==> config.mk <==
export PLATFORM = sky130hd
export DESIGN_NAME = mul8_seq_ctrl
export DESIGN_NICKNAME = d
export VERILOG_FILES = /design/src/rtl/mul8_seq_ctrl.sv
export SDC_FILE = /design/constraint.sdc
export NUM_CORES = 1
export LEC_CHECK = 0
export BUFFER_PORTS_ARGS = -buffer_cell sky130_fd_sc_hd__buf_2
export CELL_PAD_IN_SITES_DETAIL_PLACEMENT = 0
export CELL_PAD_IN_SITES_GLOBAL_PLACEMENT = 1
export CORE_MARGIN = 3
export CORE_UTILIZATION = 45
export CTS_BUF_LIST = sky130_fd_sc_hd__clkbuf_16
export CTS_CLUSTER_SIZE = 20
export DETAILED_ROUTE_END_ITERATION = 10
export GPL_ROUTABILITY_DRIVEN = 0
export HOLD_SLACK_MARGIN = 0.06
export PLACE_DENSITY = 0.79
export SLEW_MARGIN = 30
export SYNTH_ARGS = -nofsm -noshare
export SYNTH_HDL_FRONTEND = slang
export SYNTH_HIERARCHICAL = 1
export SYNTH_SLANG_ARGS = --single-unit
==> constraint.sdc <==
create_clock -name clk -period 6.51 [get_ports clk]
set_clock_uncertainty 0.1 [all_clocks]
set_input_delay 0.651 -clock clk [delete_from_list [all_inputs] [get_ports clk]]
set_output_delay 0.651 -clock clk [all_outputs]
set_load 0.005 [all_outputs]
==> src/rtl/mul8_seq_ctrl.sv <==
// mul8_seq_ctrl: 8x8 unsigned multiply built from four 4x4 nibble products.
// One shared multiplier_4bit is sequenced by a small FSM into a 16-bit accumulator.

module multiplier_4bit (
    input  logic [3:0] x,
    input  logic [3:0] y,
    output logic [7:0] prod
);

    // Shift-and-add array: one row per multiplier bit.
    always_comb begin
        prod = 8'd0;
        for (int i = 0; i < 4; i++) begin
            if (y[i]) begin
                prod = prod + ({4'd0, x} << i);
            end
        end
    end

endmodule

module mul8_seq_ctrl #(
    parameter int PIPE_PP = 0
) (
    input  logic        clk,
    input  logic        rst,
    input  logic        start,
    input  logic [7:0]  a,
    input  logic [7:0]  b,
    output logic        busy,
    output logic        done,
    output logic [15:0] p
);

    localparam bit PIPE = (PIPE_PP != 0);

    typedef enum logic [1:0] {
        S_IDLE,
        S_MUL,
        S_FLUSH,
        S_DONE
    } state_t;

    state_t      state_q, state_d;
    logic [1:0]  step_q, step_d;
    logic [7:0]  a_q, a_d;
    logic [7:0]  b_q, b_d;
    logic [15:0] acc_q, acc_d;
    logic [15:0] p_q, p_d;
    logic        done_q, done_d;
    logic        busy_q, busy_d;
    logic [7:0]  pp_q, pp_d;
    logic [3:0]  sh_q, sh_d;

    logic [3:0]  nib_x;
    logic [3:0]  nib_y;
    logic [7:0]  pp;
    logic [3:0]  sh_cur;
    logic [15:0] add_term;
    logic [15:0] acc_sum;

    multiplier_4bit u_mul (
        .x    (nib_x),
        .y    (nib_y),
        .prod (pp)
    );

    // Nibble select and shifted partial product for the current step.
    always_comb begin
        nib_x  = step_q[1] ? a_q[7:4] : a_q[3:0];
        nib_y  = step_q[0] ? b_q[7:4] : b_q[3:0];
        sh_cur = {step_q[1] & step_q[0], step_q[1] ^ step_q[0], 2'b00};
        if (PIPE) begin
            add_term = {8'd0, pp_q} << sh_q;
        end else begin
            add_term = {8'd0, pp} << sh_cur;
        end
        acc_sum = acc_q + add_term;
    end

    // Next-state and registered-output logic for the sequencer.
    always_comb begin
        state_d = state_q;
        step_d  = step_q;
        a_d     = a_q;
        b_d     = b_q;
        acc_d   = acc_q;
        p_d     = p_q;
        done_d  = 1'b0;
        pp_d    = pp_q;
        sh_d    = sh_q;
        unique case (state_q)
            S_IDLE: begin
                pp_d = 8'd0;
                sh_d = 4'd0;
                if (start) begin
                    a_d     = a;
                    b_d     = b;
                    acc_d   = 16'd0;
                    step_d  = 2'd0;
                    state_d = S_MUL;
                end
            end
            S_MUL: begin
                acc_d  = acc_sum;
                step_d = step_q + 2'd1;
                if (PIPE) begin
                    pp_d = pp;
                    sh_d = sh_cur;
                end
                if (step_q == 2'd3) begin
                    if (PIPE) begin
                        state_d = S_FLUSH;
                    end else begin
                        p_d     = acc_sum;
                        done_d  = 1'b1;
                        state_d = S_DONE;
                    end
                end
            end
            S_FLUSH: begin
                acc_d   = acc_sum;
                p_d     = acc_sum;
                done_d  = 1'b1;
                pp_d    = 8'd0;
                sh_d    = 4'd0;
                state_d = S_DONE;
            end
            S_DONE: begin
                state_d = S_IDLE;
            end
            default: begin
                state_d = S_IDLE;
            end
        endcase
        busy_d = (state_d != S_IDLE);
    end

    // State and output registers with synchronous reset.
    always_ff @(posedge clk) begin
        if (rst) begin
            state_q <= S_IDLE;
            step_q  <= 2'd0;
            a_q     <= 8'd0;
            b_q     <= 8'd0;
            acc_q   <= 16'd0;
            p_q     <= 16'd0;
            done_q  <= 1'b0;
            busy_q  <= 1'b0;
            pp_q    <= 8'd0;
            sh_q    <= 4'd0;
        end else begin
            state_q <= state_d;
            step_q  <= step_d;
            a_q     <= a_d;
            b_q     <= b_d;
            acc_q   <= acc_d;
            p_q     <= p_d;
            done_q  <= done_d;
            busy_q  <= busy_d;
            pp_q    <= pp_d;
            sh_q    <= sh_d;
        end
    end

    assign busy = busy_q;
    assign done = done_q;
    assign p    = p_q;

endmodule

==> results of run 1 <==
[sequential cells by signal, indices dropped and copies added (netlist names)]
signal   flops
a_q          8
done         1
busy         1
acc_q       16
state_q      2
p           16
b_q          8
step_q       2
[routing by layer]
metal  wire length, µm  vias up  global-route usage
met5                 0        -                   0
met4                99        0             0.04567
met3               382        9             0.02470
met2              3367       66              0.2959
met1              4175     1377              0.2809
li1                  -     1540                   -
[cell usage in the layout, fill, tap and decap left out, types with 11 or more instances in the layout]
master and count:
mux2_2 11, nor2_1 27, ha_1 29, nand2_1 65, inv_1 13, xnor2_1 11, buf_2 36, a22o_1 16
a21oi_1 44, dfxtp_1 52
[critical path, stage by stage, from the launching register on]
cell and delay (ps):
dfxtp_2 400, mux2_2 400, and2_1 170, ha_1 190, inv_1 70, fa_1 400, mux2i_1 200, ha_2 230
inv_1 50, fa_1 470, nand2_1 60, a21boi_1 130, ha_1 220, fa_1 400, xor2_1 170, a32oi_1 190
o31ai_1 140, mux2i_1 260, nor2b_1 100, ha_1 370, nand3_1 130, nor2_1 70, a32o_1 260, or3_1 360
xor2_1 170, a22o_1 220
[timing repair]
action | CTS | global route
hold buffers | 0 | 0
resized for setup | 0 | 4
endpoints found under the setup margin | 0 | 9
buffers inserted | 0 | 1
[final cells by class]
cell class	instances	area, µm²
flip-flops and latches	54	1084
clock inverters	2	33.78
repair buffers	38	195.2
fillers	743	3505
inverters	13	48.80
well taps	99	123.9
clock buffers	5	125.1
multi-input cells	333	2332
[power groups by stage]
stage / logic [mW] / registers [mW] / clock network, mW
after floorplan: 0.0817 / 0.353 / 0
after global placement: 0.104 / 0.355 / 0
after detailed placement: 0.105 / 0.354 / 0
after CTS: 0.106 / 0.347 / 0.301
after global routing: 0.121 / 0.348 / 0.316
final: 0.106 / 0.347 / 0.294
[path summary, 6_finish.rpt]
kind	from	to	slack, ps	cells past startpoint
worst max-delay path	step_q[0]	acc_q[14]	470	25
worst min-delay path	p[6]	p[6]	350	2
worst max register to register	step_q[0]	acc_q[14]	470	25
worst min register to register	p[6]	p[6]	350	2
[kinds of logic after synthesis]
group                      count (synthesis)  synth area share
and+or+nand+nor                          142            0.1926
AOI/OAI and AO/OA                        115            0.2183
DFF                                       54            0.3042
buffers and inverters                     35           0.04120
adders and majority gates                 35            0.1310
xor gates and xnor gates                  21           0.05176
muxes                                     20           0.06092
[through the flow]
| step | power (mW) | cell area [µm²] | instances |
|---|---|---|---|
| final | 0.7476 | 3943 | 544 |
| after global routing | 0.7862 | 3943 | 544 |
| after CTS | 0.7541 | 3926 | 543 |
| after detailed placement | 0.4596 | 3767 | 536 |
| after global placement | 0.4591 | 3767 | 536 |
| after floorplan | 0.4343 | 3553 | 422 |
==> results.json, run 1 <==
{
  "die_area_mm2": 0.008998,
  "period_minus_slack_ps": 6038,
  "comb_power_share": 0.142,
  "first_iter_violations": 150,
  "cp.required_ps": 6590,
  "detailedPlace.worstSlack_ps": 443.5,
  "numCtsBuffers": 5,
  "grt_pass1_vias": 2938,
  "synth_top_area_share": 0.3042,
  "drt_first_pass_iters": 4,
  "io_buffers": 36,
  "critical_path_arrival_ps": 6110,
  "clock.fmax_ghz": 0.1656,
  "drc": 0,
  "place.detailed.hpwl_um": 6098,
  "sw_frac_of_total": 0.2517,
  "synth_area_mm2": 0.003553,
  "groute.usage.overall": 0.1913,
  "holdWs_ps": 349.7,
  "clock_sinks": 54,
  "clock_latency_ps": 290,
  "crit_fanout": 7,
  "grt_max_degree": 50,
  "yosysMostFrequentCell": "nand2_1",
  "syn_avg_cell_area_um2": 8.420,
  "synthArstFlopShare": 0,
  "synthTopCellsByArea": "dfxtp_1, ha_1, nand2_1",
  "power_density_mw_per_mm2": 189.6,
  "syn_inst": 422,
  "end_kind": "flip-flop",
  "viasPerCell": 5.500,
  "num_vias": 2992,
  "io_pins": 37,
  "fin_nets": 498,
  "diodes": 0,
  "leakagePower_nw": 1.731,
  "rows": 31,
  "die_h_um": 94.86,
  "clk_pin_slew_worst_paths_ps": 70,
  "path_class": "flip-flop to flip-flop",
  "power_frac_seq": 0.464,
  "yosysTopAreaCell": "dfxtp_1",
  "grt_pass1_wl_um": 13970,
  "synthTopCellsByCount": "nand2_1, dfxtp_1, a21oi_1, ha_1, nor2_1",
  "ant_nets": 0,
  "clkPwrFrac": 0.394,
  "synth_top_flop_cell": "dfxtp_1",
  "p_int_uw": 559.4,
  "syn-num-nets": 475,
  "grt_overflow_total": 0,
  "report.final.hold_viol_count": 0,
  "start_kind": "flip-flop",
  "setup-tns-final_ps": 0,
  "cap_violations": 0,
  "synth_edf_count": 0,
  "slew_violations": 0,
  "cts-htree-levels": 2,
  "min_path_type": "flip-flop to flip-flop",
  "cts_root_buffer": "clkbuf_16",
  "fp.dieW_um": 94.86,
  "utilization": 0.5294,
  "synthDistinctLibCells": 55,
  "core_area_mm2": 0.007447,
  "maxSlewHeadroom": 0.3837,
  "status": "finished clean",
  "wire_per_inst_um": 14.75,
  "fin_ws_ps": 471.7,
  "start_util": 0.4772,
  "synth.yosys.warnings": 6,
  "worstMarginPinSlew_ps": 922.6,
  "final_layout_size_suffix_gt1_frac": 0.1596,
  "routed_wl_um": 8025,
  "cts_tree": "built",
  "ys_ff_latch": 54,
  "peakVddDrop_uv": 102.2,
  "cts_buffer_depth": 2,
  "setup_viol": 0,
  "p_switching_uw": 188.2,
  "synth-seq-area-share": 0.3042,
  "rsz0062_at_grt": "no",
  "area_growth_pct": 10.95,
  "antenna_found_initial": 0,
  "final.period_utilization": 0.9275
}
(Power assumes the default switching activity.)
==> inputs of run 2 (changes only) <==
Settings changed: CORE_MARGIN 3 to 1.5.
==> run 2 against run 1 <==
Effect of this change: via count is 1.2% lower; register-to-register slack worse by 99 ps; clock power is 5% higher; critical endpoint unchanged; critical path type unchanged; sequential share of layout area is 0.089 points lower; utilization is 1.6 points lower; largest power group unchanged.
==> results.json, run 2 (synthesis results as in run 1) <==
{
  "worstRegToRegCells": 24,
  "clock_sinks": 54,
  "clk_pin_slew_worst_paths_ps": 70,
  "fp.dieW_um": 91.86,
  "grt_pass1_vias": 2789,
  "fin_nets": 497,
  "io_buffers": 36,
  "critical_path_arrival_ps": 6220,
  "diodes": 0,
  "grt_overflow_total": 0,
  "final_cell_mix": "nand2_1, dfxtp_1, a21oi_1, buf_2, ha_1",
  "end_kind": "flip-flop",
  "cts_hold_buf": 0,
  "rrSetupSlack_ps": 370,
  "die_area_mm2": 0.008438,
  "cts_root_buffer": "clkbuf_16",
  "rsz0062_at_grt": "no",
  "min_path_type": "flip-flop to flip-flop",
  "setup_viol": 0,
  "leakagePower_nw": 1.727,
  "cts-htree-levels": 2,
  "first_iter_violations": 187,
  "start_util": 0.4622,
  "area_growth_pct": 11.06,
  "final_common_cell": "nand2_1",
  "grt_max_degree": 50,
  "groute.usage.overall": 0.1982,
  "io_pins": 37,
  "cp.required_ps": 6600,
  "worstMarginPinSlew_ps": 891.8,
  "clock.fmax_ghz": 0.1629,
  "hold_path_depth": 2,
  "holdWs_ps": 347.5,
  "antenna_found_initial": 0,
  "power_density_mw_per_mm2": 192.9,
  "period_minus_slack_ps": 6137,
  "clock_latency_ps": 300,
  "path_class": "flip-flop to flip-flop",
  "numCtsBuffers": 5,
  "drc": 0,
  "maxSlewHeadroom": 0.4055,
  "report.final.hold_viol_count": 0,
  "ant_nets": 0,
  "peakVddDrop_uv": 127.0,
  "total_power_uw": 761.2,
  "cts_tree": "built",
  "cts_buffer_depth": 2,
  "rows": 32,
  "viasPerCell": 5.402,
  "grt_pass1_wl_um": 13480,
  "routed_wl_um": 7954,
  "final_layout_size_suffix_gt1_frac": 0.1573,
  "num_vias": 2955,
  "setup-tns-final_ps": 0,
  "core_area_mm2": 0.007687,
  "die_h_um": 91.86,
  "slew_violations": 0,
  "status": "finished clean",
  "n_fill_cell": 760,
  "place.detailed.hpwl_um": 5898,
  "cap_violations": 0,
  "final.period_utilization": 0.9428,
  "start_kind": "flip-flop",
  "wire_per_inst_um": 14.54,
  "crit_fanout": 7,
  "drt_first_pass_iters": 4
}
run 2: cell types whose count changed in the layout (fill, tap and decap cells not counted), sizes merged:
| cell | previous run | this run |
|---|---|---|
| buf | 38 | 37 |
| inv | 13 | 14 |
run 2: cell type report:
type / instances / area [µm²] / share of cell area
Clock buffer: 5 / 125.1 / 0.03171
Multi-Input combinational cell: 333 / 2333 / 0.5913
Timing Repair Buffer: 37 / 187.7 / 0.04756
Inverter: 13 / 48.80 / 0.01237
Clock inverter: 3 / 42.54 / 0.01078
Sequential cell: 54 / 1081 / 0.2739
Tap cell: 102 / 127.6 / 0.03234
run 2: worst max-delay path, cell delays in order, from the launching register on:
cell	delay [ps]
dfxtp_1	460
mux2_2	450
and2_1	200
ha_1	200
inv_1	70
fa_1	410
mux2i_1	220
ha_1	220
inv_1	60
fa_1	480
nand2_1	60
a21boi_1	130
ha_1	220
fa_1	420
xor2_1	170
a32oi_1	150
o31ai_1	120
a22o_1	220
ha_1	410
a21o_1	230
a21oi_1	220
a21oi_1	90
or3_1	330
xor2_1	170
a22o_1	220
run 2: worst paths after layout:
check,start,to
worst max register to register,step_q[1],acc_q[14]
worst max-delay path,step_q[1],acc_q[14]
worst min register to register,p[3],p[3]
worst min-delay path,p[3],p[3]
run 2: repair_timing:
item,in CTS,in global routing
endpoints found under the setup margin,0,3
gates resized for setup,0,2
buffers inserted,0,0
run 2: routing by layer:
layer / global-route usage / share of wire / routed length [µm]
met3: 0.03151 / 0.040 / 318
met5: 0 / 0 / 0
met1: 0.2724 / 0.50 / 3980
met4: 0.06667 / 0.018 / 141
met2: 0.3148 / 0.44 / 3514
run 2: through the flow:
stage / setup slack, ps / std cells / util / area (µm²)
after floorplan: 957.5 / 422 / - / 3553
after global placement: 596.4 / 539 / 0.4906 / 3771
after detailed placement: 441.7 / 539 / 0.4906 / 3771
after CTS: 419.8 / 547 / 0.5124 / 3939
after global routing: 50.10 / 547 / 0.5133 / 3946
final: 372.6 / 547 / 0.5133 / 3946
run 2: where the power goes:
part,leakage [nW],internal [mW],switching [mW],total (mW)
Combinational,1.21,0.0403,0.0660,0.106
Sequential,0.438,0.340,0.00648,0.347
Clock,0.0818,0.182,0.126,0.308
==> inputs of run 3 (changes only) <==
Settings changed: CORE_MARGIN 1.5 to 2.
==> run 3 against run 2 <==
Effect of this change: global-route usage increased by 0.076 points; first-iteration DRC count decreased by 18%; utilization decreased by 0.44 points; routed wire length increased by 1.3%; clock-buffer cell count unchanged; critical endpoint is now p[13]; largest cell class unchanged.
==> results.json, run 3 (synthesis results as in run 1) <==
{
  "fp.dieW_um": 92.86,
  "cp.required_ps": 6640,
  "wire_per_inst_um": 14.73,
  "status": "finished clean",
  "clock.fmax_ghz": 0.1620,
  "cpPeakStageDelay_ps": 470,
  "start_util": 0.4622,
  "die_area_mm2": 0.008623,
  "place.detailed.hpwl_um": 6033,
  "grt_overflow_total": 0,
  "core_area_mm2": 0.007687,
  "sw_frac_of_total": 0.2695,
  "critPathTopFamily": "adder cells",
  "slew_violations": 0,
  "leakagePower_nw": 1.717,
  "ant_nets": 0,
  "io_buffers": 36,
  "fin_ws_ps": 337.3,
  "detailedPlace.worstSlack_ps": 492.1,
  "cts_hold_buf": 0,
  "comb_power_share": 0.150,
  "power_frac_seq": 0.485,
  "drt_first_pass_iters": 4,
  "cts-htree-levels": 2,
  "p_int_uw": 521.5,
  "area_growth_pct": 10.11,
  "cts_root_buffer": "clkbuf_16",
  "viasPerCell": 5.554,
  "clkPwrFrac": 0.365,
  "die_h_um": 92.86,
  "crit_top_cell": "ha_1",
  "setup-tns-final_ps": 0,
  "p_switching_uw": 192.4,
  "routed_wl_um": 8060,
  "final_common_cell": "nand2_1",
  "period_minus_slack_ps": 6173,
  "rows": 32,
  "cts_setup_buffers": 0,
  "cts_tree": "built",
  "io_pins": 37,
  "final.period_utilization": 0.9482,
  "clock_latency_ps": 290,
  "worstMarginPinSlew_ps": 948.1,
  "numCtsBuffers": 5,
  "cap_violations": 0,
  "maxSlewHeadroom": 0.3667,
  "clk_pin_slew_worst_paths_ps": 70,
  "path_class": "flip-flop to flip-flop",
  "critical_path.n_buffers_inverters": 2,
  "end_kind": "flip-flop",
  "power_density_mw_per_mm2": 182.5,
  "crit_slowest_cell": "dfxtp_1",
  "start_kind": "flip-flop",
  "critical_path_arrival_ps": 6310,
  "crit_fanout": 7,
  "min_path_type": "flip-flop to flip-flop",
  "setup_viol": 0,
  "groute.usage.overall": 0.1989,
  "antenna_found_initial": 0,
  "cts_buffer_depth": 2,
  "final_cell_mix": "nand2_1, dfxtp_1, a21oi_1, buf_2, ha_1",
  "cts_resized": 0,
  "diodes": 0,
  "grt_max_degree": 50,
  "num_vias": 3038,
  "first_iter_violations": 153,
  "rsz0062_at_grt": "no",
  "drc": 0,
  "fin_nets": 497,
  "clock_sinks": 54,
  "final_layout_size_suffix_gt1_frac": 0.1506,
  "grt_pass1_vias": 2955,
  "report.final.hold_viol_count": 0,
  "peakVddDrop_uv": 105.3,
  "grt_pass1_wl_um": 14080,
  "n_fill_cell": 762
}
-- run 3: path summary, 6_finish.rpt --
path                   from    end  slack (ps)  cells after the start
setup / recovery  step_q[1]  p[13]         340                     25
hold / removal         p[1]   p[1]         350                      2
setup reg to reg  step_q[1]  p[13]         340                     25
hold reg to reg        p[1]   p[1]         350                      2
-- run 3: cell type report --
| cell class | instances | area [µm²] | area share |
|---|---|---|---|
| repair buffers | 37 | 187.7 | 0.04797 |
| well taps | 102 | 127.6 | 0.03262 |
| inverters | 13 | 48.80 | 0.01247 |
| multi-input cells | 333 | 2326 | 0.5945 |
| flip-flops and latches | 54 | 1081 | 0.2763 |
| clock inverters | 3 | 16.27 | 0.004157 |
| clock buffers | 5 | 125.1 | 0.03198 |
-- run 3: worst reg2reg max path, stage by stage, from the launching register on --
cell and delay (ps):
dfxtp_1 470, mux2_2 450, and2_1 200, ha_1 210
inv_1 70, fa_1 400, mux2i_1 200, ha_1 210
inv_1 60, fa_1 470, nand2_1 60, a21boi_1 140
ha_1 220, fa_1 420, a21o_1 200, a21oi_1 160
nor2b_1 80, mux2i_1 190, nor2_1 90, ha_1 470
nand2_1 80, o21ai_0 270, nor3b_1 310, a311oi_2 100
or4_1 420, nand3_1 70
-- run 3: power groups by stage --
stage	clock network, mW	registers, mW	logic (mW)
after global placement	0	0.354	0.105
after global routing	0.281	0.348	0.121
after floorplan	0	0.353	0.0817
after detailed placement	0	0.354	0.107
after CTS	0.268	0.347	0.107
final	0.260	0.347	0.107
-- run 3: metal layers --
layer,GRT usage,vias to the layer above,routed length (µm)
met4,0.04779,0,116
li1,-,1542,-
met5,0,-,0
met2,0.3188,72,3558
met3,0.02522,11,341
met1,0.2836,1413,4043
-- run 3: through the flow --
stage | hold WS, ps | util | area (µm²) | std cells | power, mW
after global routing | 377.2 | 0.5090 | 3913 | 547 | 0.7497
after CTS | 351.3 | 0.5090 | 3913 | 547 | 0.7215
after floorplan | 332.9 | - | 3553 | 422 | 0.4343
after detailed placement | 341.6 | 0.4906 | 3771 | 539 | 0.4609
final | 346.6 | 0.5090 | 3913 | 547 | 0.7139
after global placement | 334.8 | 0.4906 | 3771 | 539 | 0.4593
